===== src/rtl/lsu.sv =====
// Load/store unit: accepts one core request at a time, checks alignment,
// drives a single-beat memory access with lane placement of store data and
// byte strobes, extracts and extends load data, and returns a one-cycle
// response (data, alignment/size error, or timeout).
//
// Ports:
//   clock, reset          rising-edge clock, synchronous active-high reset
//   req_*                 core request (valid/ready handshake) and fields
//   resp_*                one-cycle response strobe with rdata/error/timeout
//   stall                 core pipeline hold
//   mem_*                 memory request strobes, aligned address, lane data,
//                         byte strobes, and memory ack/read data
//   state_dbg             current FSM state (IDLE=0, ACCESS=1, DONE=2)
//
// Handshake: a request transfers on a rising edge where req_valid and
// req_ready are both high; the request fields are latched on that edge and
// may change afterwards. req_ready is high only in IDLE. The memory side is
// a held-strobe protocol: one enable stays high until mem_valid is seen on
// an edge, and mem_valid is ignored whenever no enable is high.
module lsu #(
  parameter int XLEN           = 32,
  parameter int TIMEOUT_CYCLES = 255
) (
  input  logic              clock,
  input  logic              reset,
  input  logic              req_valid,
  output logic              req_ready,
  input  logic              req_write,
  input  logic [1:0]        req_size,
  input  logic              req_unsigned,
  input  logic [XLEN-1:0]   req_addr,
  input  logic [XLEN-1:0]   req_wdata,
  output logic              resp_valid,
  output logic [XLEN-1:0]   resp_rdata,
  output logic              resp_error,
  output logic              resp_timeout,
  output logic              stall,
  output logic [XLEN-1:0]   mem_address,
  output logic              mem_read_enable,
  output logic              mem_write_enable,
  output logic [XLEN-1:0]   mem_write_data,
  output logic [XLEN/8-1:0] mem_wstrb,
  input  logic              mem_valid,
  input  logic [XLEN-1:0]   mem_read_data,
  output logic [1:0]        state_dbg
);

  localparam int XB   = XLEN / 8;
  localparam int OFFW = $clog2(XB);
  localparam int CW   = (TIMEOUT_CYCLES > 1) ? $clog2(TIMEOUT_CYCLES + 1) : 1;
  // The counter value seen during the final allowed ACCESS cycle.
  localparam logic [CW-1:0] LAST = CW'((TIMEOUT_CYCLES > 0) ? TIMEOUT_CYCLES - 1 : 0);

  typedef enum logic [1:0] {
    IDLE   = 2'd0,
    ACCESS = 2'd1,
    DONE   = 2'd2
  } state_t;

  state_t          state;
  state_t          state_next;

  logic            lat_write;
  logic            lat_unsigned;
  logic [1:0]      lat_size;
  logic [XLEN-1:0] lat_addr;
  logic [XLEN-1:0] lat_wdata;
  logic [CW-1:0]   count;

  logic [XLEN-1:0] res_rdata;
  logic            res_error;
  logic            res_timeout;

  logic [2:0]      req_mask;
  logic            req_bad;
  logic            timeout_hit;
  logic [3:0]      nbytes;
  logic [XLEN-1:0] shifted;
  logic [XLEN-1:0] load_ext;
  logic [XLEN-1:0] repl;
  logic [XB-1:0]   strb_base;
  int              lane;

  // Alignment and size legality of the incoming request.
  always_comb begin
    req_mask = 3'b000;
    case (req_size)
      2'd0:    req_mask = 3'b000;
      2'd1:    req_mask = 3'b001;
      2'd2:    req_mask = 3'b011;
      default: req_mask = 3'b111;
    endcase
    req_bad = (|(req_addr[2:0] & req_mask)) || ((req_size == 2'd3) && (XLEN == 32));
  end

  // A zero TIMEOUT_CYCLES disables expiry entirely.
  assign timeout_hit = (TIMEOUT_CYCLES != 0) && (count == LAST);

  // Load extraction: move the addressed bytes to bit 0, then extend.
  always_comb begin
    shifted  = mem_read_data >> {lat_addr[OFFW-1:0], 3'b000};
    load_ext = shifted;
    case (lat_size)
      2'd0: load_ext = lat_unsigned ? XLEN'(shifted[7:0])  : XLEN'($signed(shifted[7:0]));
      2'd1: load_ext = lat_unsigned ? XLEN'(shifted[15:0]) : XLEN'($signed(shifted[15:0]));
      2'd2: load_ext = lat_unsigned ? XLEN'(shifted[31:0]) : XLEN'($signed(shifted[31:0]));
      default: load_ext = shifted;
    endcase
  end

  // Store placement: low 2^size bytes repeated in every lane, so the memory
  // only needs the strobes to pick the right ones.
  always_comb begin
    nbytes    = 4'd1 << lat_size;
    repl      = '0;
    lane      = 0;
    for (int i = 0; i < XB; i++) begin
      lane = i & (int'(nbytes) - 1);
      repl[8*i +: 8] = lat_wdata[8*lane +: 8];
    end
    // Shifting all-ones left by the byte count and inverting gives the
    // low-nbytes mask, and stays correct when nbytes equals the lane count.
    strb_base = ~({XB{1'b1}} << nbytes);
  end

  // Next-state logic.
  always_comb begin
    state_next = state;
    case (state)
      IDLE: begin
        if (req_valid) state_next = req_bad ? DONE : ACCESS;
      end
      ACCESS: begin
        if (mem_valid || timeout_hit) state_next = DONE;
      end
      DONE:    state_next = IDLE;
      default: state_next = IDLE;
    endcase
  end

  // State register, request latch, counter and response capture.
  always_ff @(posedge clock) begin
    if (reset) begin
      state        <= IDLE;
      lat_write    <= 1'b0;
      lat_unsigned <= 1'b0;
      lat_size     <= 2'd0;
      lat_addr     <= '0;
      lat_wdata    <= '0;
      count        <= '0;
      res_rdata    <= '0;
      res_error    <= 1'b0;
      res_timeout  <= 1'b0;
    end else begin
      state <= state_next;
      case (state)
        IDLE: begin
          if (req_valid) begin
            lat_write    <= req_write;
            lat_unsigned <= req_unsigned;
            lat_size     <= req_size;
            lat_addr     <= req_addr;
            lat_wdata    <= req_wdata;
            count        <= '0;
            res_rdata    <= '0;
            res_error    <= req_bad;
            res_timeout  <= 1'b0;
          end
        end
        ACCESS: begin
          // mem_valid on the expiry cycle still counts as a normal answer.
          if (mem_valid) begin
            res_rdata <= lat_write ? '0 : load_ext;
          end else if (timeout_hit) begin
            res_timeout <= 1'b1;
          end else begin
            count <= count + CW'(1);
          end
        end
        default: ;
      endcase
    end
  end

  // Outputs.
  always_comb begin
    req_ready        = (state == IDLE);
    stall            = ((state == IDLE) && req_valid) || (state == ACCESS);
    mem_read_enable  = (state == ACCESS) && !lat_write;
    mem_write_enable = (state == ACCESS) && lat_write;
    mem_address      = (state == ACCESS) ? {lat_addr[XLEN-1:OFFW], {OFFW{1'b0}}} : '0;
    mem_write_data   = mem_write_enable ? repl : '0;
    mem_wstrb        = mem_write_enable ? (strb_base << lat_addr[OFFW-1:0]) : '0;
    resp_valid       = (state == DONE);
    resp_rdata       = (state == DONE) ? res_rdata : '0;
    resp_error       = (state == DONE) && res_error;
    resp_timeout     = (state == DONE) && res_timeout;
    state_dbg        = state;
  end

endmodule


===== config.mk =====
export PLATFORM = sky130hd
export DESIGN_NAME = lsu
export DESIGN_NICKNAME = d
export VERILOG_FILES = /design/src/rtl/lsu.sv
export SDC_FILE = /design/constraint.sdc
export NUM_CORES = 1
export LEC_CHECK = 0
export BUFFER_PORTS_ARGS = -buffer_cell sky130_fd_sc_hd__buf_4
export CORE_ASPECT_RATIO = 0.7
export CORE_UTILIZATION = 40
export CTS_CLUSTER_DIAMETER = 30
export DETAILED_ROUTE_END_ITERATION = 12
export PLACE_DENSITY = 0.67
export SLEW_MARGIN = 5
export SYNTH_ARGS = -nofsm -noshare
export SYNTH_HDL_FRONTEND = slang
export SYNTH_SLANG_ARGS = --single-unit

===== constraint.sdc =====
create_clock -name clock -period 2.8 [get_ports clock]
set_input_delay 0.56 -clock clock [delete_from_list [all_inputs] [get_ports clock]]
set_output_delay 0.56 -clock clock [all_outputs]
set_load 0.1 [all_outputs]

==> flow_metrics.py <==
metrics = {
    "power_and_ir_drop": {
        "fin_total_pwr_uw": 4020,
        "p_leak_uw": 0.00337,
        "power_density_nw_per_um2": 511,
        "ir_drop_mv": 0.313,
    },
    "sta": {
        "setup_viol": 0,
        "clock.fmax_mhz": 380,
        "min_period_ns": 2.63,
        "fin_skew_ns": 0.00918,
        "worstMarginPinSlew_ns": 0.771,
        "finalSetupTns_ns": 0,
        "relSlewSlack_pct": 48.6,
        "rsz0062_at_grt": "no",
        "drv_slew": 0,
        "hold_viol_final": 0,
        "period_share_pct": 94.0,
    },
    "global_routing": {
        "grt.overflow.total": 0,
        "met1_usage_pct": 33.4,
        "antenna_found_initial": 0,
        "grt_pass1_wl_mm": 27.1,
        "grt_max_degree": 73,
        "busiest_layer": "met2",
        "first_global_vias": 5286,
        "globalRouteMet2Util_pct": 37.1,
        "grt.total_usage_pct": 24.2,
        "grt_use_met3_pct": 6.41,
    },
    "final_layout": {
        "finalNetCount": 1004,
        "layout_common_cells": "buf_4 (225), nand2_1 (185), dfxtp_1 (110)",
        "diodes": 0,
        "synthToLayoutAreaGrowth_pct": 41.8,
        "final_area_um2": 7870,
        "layout_commonest_cell": "buf_4",
        "drive_above_1_share_pct": 32.7,
        "fillCellCount": 1215,
    },
    "floorplanning": {
        "die_w_um": 143,
        "die_area_um2": 14400,
        "coreArea_um2": 13400,
        "start_util_pct": 41.6,
        "ios": 213,
        "die_h_um": 101,
        "rows": 35,
    },
    "cts": {
        "cts_buffers": 9,
        "cts-root-buf": "clkbuf_16",
        "cts-hold-fix-buffers": 0,
        "cts.sinks": 112,
        "clk_pin_slew_ns": 0.08,
        "clock_path_buffers": 2,
        "clk_latency_ns": 0.35,
        "htree_levels": 3,
        "cts_tree": "built",
    },
    "critical_path": {
        "path_class": "register to output port",
        "crit_path_end_kind": "output port",
        "critical_path_arrival_ns": 2.07,
        "reg2reg_slack_ns": 0.68,
        "cp_max_fo": 8,
        "required_ns": 2.24,
        "startpoint_type": "register",
        "r2r_cells": 6,
    },
    "place": {
        "gp_congestion": 0.900,
        "port_buffers": 210,
        "placed_cell_area_um2": 7530,
        "dp_hpwl_mm": 12.7,
    },
    "run_status": {
        "run_status": "finished clean",
    },
    "yosys": {
        "synth_top_cell_by_area": "dfxtp_1",
        "synth_top_cell_area_share_pct": 40.4,
        "synth_seq_cells": 112,
        "ys_seq_area_share_pct": 40.4,
        "synthTopCellsByArea": "dfxtp_1 (40%), nand2_1 (13%), and2_1 (7.7%), a21oi_1 (7.4%), mux2i_1 (6.0%)",
        "syn_area_um2": 5550,
        "synthCells": 717,
        "avgSynthCellArea_um2": 7.74,
        "yosys_warnings": 0,
        "synth_cell_types": 52,
    },
    "run": {
        "drv_cap": 0,
    },
    "hold_path": {
        "holdCritPathClass": "primary input to register",
        "holdPathStages": 2,
    },
    "drt": {
        "drc": 0,
        "ant_nets": 0,
        "vias_per_cell": 5.15,
        "wl_per_cell_um": 16.0,
        "drt_iter0_drc": 308,
        "dr.pass1.iters": 5,
        "wl_mm": 17.4,
        "num_vias": 5603,
    },
}
[synth_stat cells (all sizes together)]
master and n:
clkbuf 40, nand2 187, o211ai 1, nand3b 2, nand3 4, o2111ai 1, nor4bb 2, o22ai 1
a221o 8, nand2b 10, a21oi 83, a211o 7, mux4 1, nand4 1, xor2 2, a31oi 2
and2b 1, conb 1, o21ai 20, a21boi 1, a211oi 3, nor4 2, nor2b 11, nor2 37
or2 2, and2 68, a22oi 9, ha 3, dfxtp 112, and4 1, inv 5, a32oi 15
mux2i 33, or2b 1, o21a 1, buf 17, or3 1, and3 10, nor3 7, a22o 1
nor3b 3
[cell families after synthesis]
family,share of synthesized area (%)
and+or+nand+nor,29.9
other,0.0676
DFF,40.4
adders and majority gates,0.676
muxes,6.36
buffers and inverters,5.25
AOI/OAI and AO/OA,17.0
xor gates and xnor gates,0.316
[critical path, stage by stage (launching register included)]
cell and delay, ns:
dfxtp_1 0.43, nand2b_1 0.14, ha_1 0.33, or2_4 0.36
o21ai_4 0.15, buf_4 0.30
[stage by stage]
stage | util, % | hold slack, ns | instances | setup WS (ns)
final | 58.9 | 0.437 | 1087 | 0.169
after CTS | 58.9 | 0.422 | 1087 | 0.142
after global placement | 56.4 | 0.438 | 1071 | 0.416
after floorplan | - | 0.430 | 718 | -0.159
after global routing | 58.9 | 0.444 | 1087 | 0.0794
after detailed placement | 56.4 | 0.445 | 1071 | 0.365
[cell type report]
cell class                      count  area [µm²]  share of cell area (%)
Multi-Input combinational cell    544        3340                    42.5
Inverter                            5        22.5                   0.286
Sequential cell                   112        2250                    28.6
Timing Repair Buffer              225        1690                    21.5
Clock buffer                       10         239                    3.04
Clock inverter                      6        98.8                    1.26
Tap cell                          185         231                    2.94
[registers in the layout (all words and copies together) (netlist names)]
name          flops
res_rdata        32
lat_unsigned      1
lat_size          2
lat_wdata        32
res_error         1
res_timeout       1
count             8
lat_addr         32
state_dbg         2
lat_write         1
[path summary, 6_finish.rpt]
| path | from | to |
|---|---|---|
| worst max-delay path | lat_size[0] | mem_write_data[31] |
| worst min-delay path | req_valid | res_error |
| worst max register to register | lat_addr[0] | res_rdata[10] |
| worst min register to register | lat_addr[2] | lat_addr[2] |
[what timing repair did]
item,CTS,global route
gates resized for setup,1,0
setup endpoints to repair,8,0
buffers inserted,0,0
[per-layer routing]
| metal | vias to the layer above | part of all wire (%) |
|---|---|---|
| li1 | 2769 | - |
| met5 | - | 0 |
| met3 | 15 | 7.6 |
| met4 | 0 | 1.1 |
| met1 | 2626 | 46 |
| met2 | 193 | 45 |
[power breakdown]
group | switching [µW] | internal [µW] | total [µW]
sequential | 67.7 | 1680 | 1740
combinational | 547 | 282 | 828
clock | 623 | 826 | 1450
Note: power is estimated with default switching activity, not from simulation.
